## src/rtl/regfile_mp.sv

```systemverilog
// Multi-read-port register file (r0 hardwired to zero) with write-through bypass and per-register busy scoreboard.
// Reads are combinational, or registered with one cycle of latency when REG_READ=1. There is no backpressure: one write, one issue and one read per port every cycle.
module regfile_mp #(
  parameter int NUM_REGS     = 32,
  parameter int DATA_WIDTH   = 32,
  parameter int NUM_READ     = 2,
  parameter int REG_READ     = 0,
  parameter int WRITE_BYPASS = 1,
  localparam int ADDR_W      = $clog2(NUM_REGS)
) (
  input  logic                           clock,
  input  logic                           ctrl_reset,
  input  logic                           ctrl_writeEnable,
  input  logic [ADDR_W-1:0]              ctrl_writeReg,
  input  logic [DATA_WIDTH-1:0]          data_writeReg,
  input  logic                           ctrl_issue,
  input  logic [ADDR_W-1:0]              ctrl_issueReg,
  input  logic [NUM_READ*ADDR_W-1:0]     ctrl_readReg,
  output logic [NUM_READ*DATA_WIDTH-1:0] data_readReg,
  output logic [NUM_READ-1:0]            read_busy,
  output logic [NUM_REGS-1:0]            busy_vec
);

  logic [DATA_WIDTH-1:0] regs [1:NUM_REGS-1];
  logic [NUM_REGS-1:0]   busy;
  logic [NUM_REGS-1:0]   busy_nxt;
  logic                  wr_hit;

  // Writes are neither stored nor forwarded while reset is held.
  assign wr_hit = ctrl_writeEnable && ctrl_reset && (ctrl_writeReg != '0);

  always_ff @(posedge clock or negedge ctrl_reset) begin
    if (!ctrl_reset) begin
      for (int r = 1; r < NUM_REGS; r++) regs[r] <= '0;
    end else if (wr_hit) begin
      regs[ctrl_writeReg] <= data_writeReg;
    end
  end

  // Issue is applied after the write clear so a new producer wins.
  always_comb begin
    busy_nxt = busy;
    if (wr_hit) busy_nxt[ctrl_writeReg] = 1'b0;
    if (ctrl_issue && (ctrl_issueReg != '0)) busy_nxt[ctrl_issueReg] = 1'b1;
    busy_nxt[0] = 1'b0;
  end

  always_ff @(posedge clock or negedge ctrl_reset) begin
    if (!ctrl_reset) busy <= '0;
    else             busy <= busy_nxt;
  end

  assign busy_vec = busy;

  for (genvar p = 0; p < NUM_READ; p++) begin : g_port
    logic [ADDR_W-1:0]     addr;
    logic                  byp;
    logic [DATA_WIDTH-1:0] rd_c;
    logic                  rb_c;

    assign addr = ctrl_readReg[p*ADDR_W +: ADDR_W];
    assign byp  = (WRITE_BYPASS != 0) && wr_hit && (ctrl_writeReg == addr);
    assign rd_c = (addr == '0) ? '0 : (byp ? data_writeReg : regs[addr]);
    assign rb_c = (addr != '0) && !byp && busy[addr];

    if (REG_READ != 0) begin : g_reg
      logic [DATA_WIDTH-1:0] rd_q;
      logic                  rb_q;

      always_ff @(posedge clock or negedge ctrl_reset) begin
        if (!ctrl_reset) begin
          rd_q <= '0;
          rb_q <= 1'b0;
        end else begin
          rd_q <= rd_c;
          rb_q <= rb_c;
        end
      end

      assign data_readReg[p*DATA_WIDTH +: DATA_WIDTH] = rd_q;
      assign read_busy[p]                             = rb_q;
    end else begin : g_comb
      assign data_readReg[p*DATA_WIDTH +: DATA_WIDTH] = rd_c;
      assign read_busy[p]                             = rb_c;
    end
  end

endmodule

```

## config.mk

```make
export PLATFORM = sky130hd
export DESIGN_NAME = regfile_mp
export DESIGN_NICKNAME = d
export VERILOG_FILES = /design/src/rtl/regfile_mp.sv
export SDC_FILE = /design/constraint.sdc
export NUM_CORES = 2
export LEC_CHECK = 0
export ABC_CLOCK_PERIOD_IN_PS = 2000
export CAP_MARGIN = 20
export CORE_ASPECT_RATIO = 0.8
export CORE_UTILIZATION = 45
export CTS_CLUSTER_SIZE = 8
export DETAILED_ROUTE_END_ITERATION = 7
export GPL_ROUTABILITY_DRIVEN = 1
export PLACE_DENSITY = 0.67
export SETUP_SLACK_MARGIN = 0.5
export SYNTH_ARGS = -nofsm -noshare
export SYNTH_HDL_FRONTEND = slang
export SYNTH_SLANG_ARGS = --single-unit
export TNS_END_PERCENT = 1
```

## constraint.sdc

```tcl
create_clock -name clock -period 2 [get_ports clock]
set_input_delay 0.2 -clock clock [delete_from_list [all_inputs] [get_ports clock]]
set_output_delay 0.2 -clock clock [all_outputs]
set_load 0.03 [all_outputs]
```

==> results.yml <==
worst_setup_path:
  arrival_ps: 2890
  cp_num_buf_inv: 2
  critPathLaunchType: "flop"
  crit_chain: "mux4_2 > a22o_1 > a221oi_2 > a222oi_1 > buf_4 > mux2_4 > buf_12"
  crit_type: "flop to output port"
  path_max_fanout: 3
  cp_slowest_stage_delay_ps: 530
  reg2reg_depth: 4
  cp_num_cells: 7
  reg2reg_slack_ps: 1020
  crit_path_end_kind: "output port"
  path_delay_family: "multiplexers"
  crit_path_top_delay_cell: "mux4_2"
  cp.required_ps: 1800
global_route:
  grt_antenna_before_repair: 8
  grt_start_max_net_pins: 178
  grt_pass1_vias: 41800
  grt_usage: 0.3256
  grt_pass1_wl_mm: 296.1
  overflow: 0
clocking:
  cts_buffers: 146
  insertion_delay_ps: 770
  clk_path_buf_depth: 3
  cts_root_buf: "clkbuf_16"
  htreeDepth: 4
  clkTransAtPathRegs_ps: 50
  cts.sink_count: 1023
  tritoncts: "built"
sta:
  skew_ps: 0
  hold_violations: 0
  worst_slack_ps: -1092
  fin_crit_sh: 1.546
  min_period_ps: 3092
  max_freq_mhz: 323.4
  setup_viol: 66
  rsz0062_at_grt: "true"
  max_slew_margin: 0.2771
  tightest_slew_ps: 1080
  maxSlewViolCount: 0
routing:
  routedWlPerCell_um: 32.36
  drcViolationCount: 0
  drt_iter0_markers: 4718
  routed_wl_mm: 201.9
  num_vias: 41060
  via_per_inst: 6.583
  ant_nets: 0
  firstDrtPassIters: 6
placed_design:
  io_buffers: 152
  hpwl_mm: 134.8
  dp.cells: 6068
  finalWeightedCongestion: 0.9342
  pre_cts_ws_ps: -665.3
power_and_ir_drop:
  power_density_nw_per_um2: 873.6
  ir_worst_vdd_mv: 0.5912
  p_leak_uw: 0.03183
floorplanning:
  fp-row-count: 114
  start_util: 0.4565
  dieArea_um2: 124800
  die_h_um: 316.2
  ios: 154
  die_w_um: 394.8
  core_um2: 121700
hold_path:
  hold_path_depth: 3
  worstHoldPathType: "input pin to flop"
finish:
  fillCellCount: 9398
  layout_commonest_cell: "dfrtp_1"
  drive_gt1_frac: 0.5728
  final_cell_mix: "dfrtp_1, mux2_2, buf_4"
  fin_cells: 6238
  final_nets: 4650
  area_growth_pct: 27.30
  utilization: 0.5811
  num_antenna_cells: 0
synth:
  synth_seq_cells: 1023
  synth.distinct_cells: 56
  syn_area_per_cell_um2: 14.02
  yosys_warnings: 0
  synth_ff_type: "dfrtp_1"
  synth_cells: 3961
  synth-async-reset-ratio: 1.000
  syn_area_um2: 55540
  synth-edff-count: 0
  synth_nets: 4017
  yosysSeqAreaShare: 0.4609
run_status:
  status: "finished with violations"
  violations: "negative setup slack"
job:
  drv_cap: 0
[per-layer routing]
layer  GRT usage  routed length [um]
met1      0.4520               82700
met2      0.4862               89770
met3     0.08659               20550
met4      0.1347                8806
met5           0                  57
[area by class of cell]
type | instances | area (um^2) | share of cell area
clock inverters | 15 | 245.2 | 0.003468
flip-flops and latches | 1023 | 25620 | 0.3623
inverters | 19 | 71.32 | 0.001009
multi-input cells | 2497 | 29220 | 0.4133
clock buffers | 153 | 3711 | 0.05249
repair buffers | 907 | 9802 | 0.1386
well taps | 1624 | 2032 | 0.02874
[cell usage after synthesis (21+ instances only)]
library cell / instances / share of area
nor2_1: 118 / 0.0080
a21oi_1: 71 / 0.0064
mux2_2: 998 / 0.20
nor3_1: 21 / 0.0019
mux4_2: 393 / 0.16
buf_2: 162 / 0.015
clkbuf_1: 179 / 0.012
nand2_1: 102 / 0.0069
a211oi_1: 40 / 0.0054
o221ai_1: 36 / 0.0057
a22o_1: 29 / 0.0046
o211ai_1: 31 / 0.0042
nor2b_1: 44 / 0.0050
buf_4: 31 / 0.0042
o22ai_1: 77 / 0.0087
buf_1: 33 / 0.0022
a31oi_1: 21 / 0.0024
dfrtp_1: 1023 / 0.46
o21ai_0: 54 / 0.0049
mux2i_1: 148 / 0.027
a22oi_1: 37 / 0.0050
a221oi_1: 46 / 0.0073
mux2_1: 76 / 0.015
[sequential cells by signal, summed over array words and instances (netlist names)]
register  cells
busy_vec     31
regs        992
[through the flow]
| step | total power (uW) | TNS (ps) | area, um^2 | hold WS [ps] |
|---|---|---|---|---|
| final | 61770 | -47490 | 70710 | 152.0 |
| after global routing | 63840 | -51500 | 70710 | 158.9 |
| after CTS | 61710 | -49280 | 70540 | 100.5 |
| after detailed placement | 38760 | -292780 | 65850 | 190.3 |
| after global placement | 38370 | -295240 | 65850 | 195.9 |
| after floorplan | 33100 | -1598 | 56260 | -95.59 |
[worst register-to-register path: stages (launching register included)]
cell and delay, ps:
dfrtp_2 410, buf_4 140, buf_6 110, o21ai_0 60, o21ai_0 120
[repair_timing]
action,CTS,global route
pin swaps,58,19
setup endpoints to repair,342,456
hold buffers,1,0
endpoints found under the hold margin,582,0
cloned,0,0
setup buffers,0,1
gates resized for setup,372,43
[power by group]
| group | internal (uW) | switching (uW) | total (uW) |
|---|---|---|---|
| Clock | 13100 | 9440 | 22600 |
| Combinational | 7550 | 6020 | 13600 |
| Sequential | 23500 | 2100 | 25600 |
[worst paths after layout]
path / start / to
worst max register to register: busy_vec[23] / busy_vec[23]
max in group asynchronous: ctrl_reset / regs[752]
worst min register to register: regs[244] / regs[244]
worst max-delay path: regs[133] / data_readReg[37]
worst min-delay path: ctrl_issueReg[1] / busy_vec[7]
min in group asynchronous: ctrl_reset / regs[32]
[cell families after synthesis]
logic type / share of synthesized area
DFF: 0.4609
buffers and inverters: 0.03805
xor gates and xnor gates: 0.001577
AOI/OAI and AO/OA: 0.06364
muxes: 0.4038
and+or+nand+nor: 0.03199
other: 0.00006752
No activity file was read; power rests on OpenSTA's default activity.
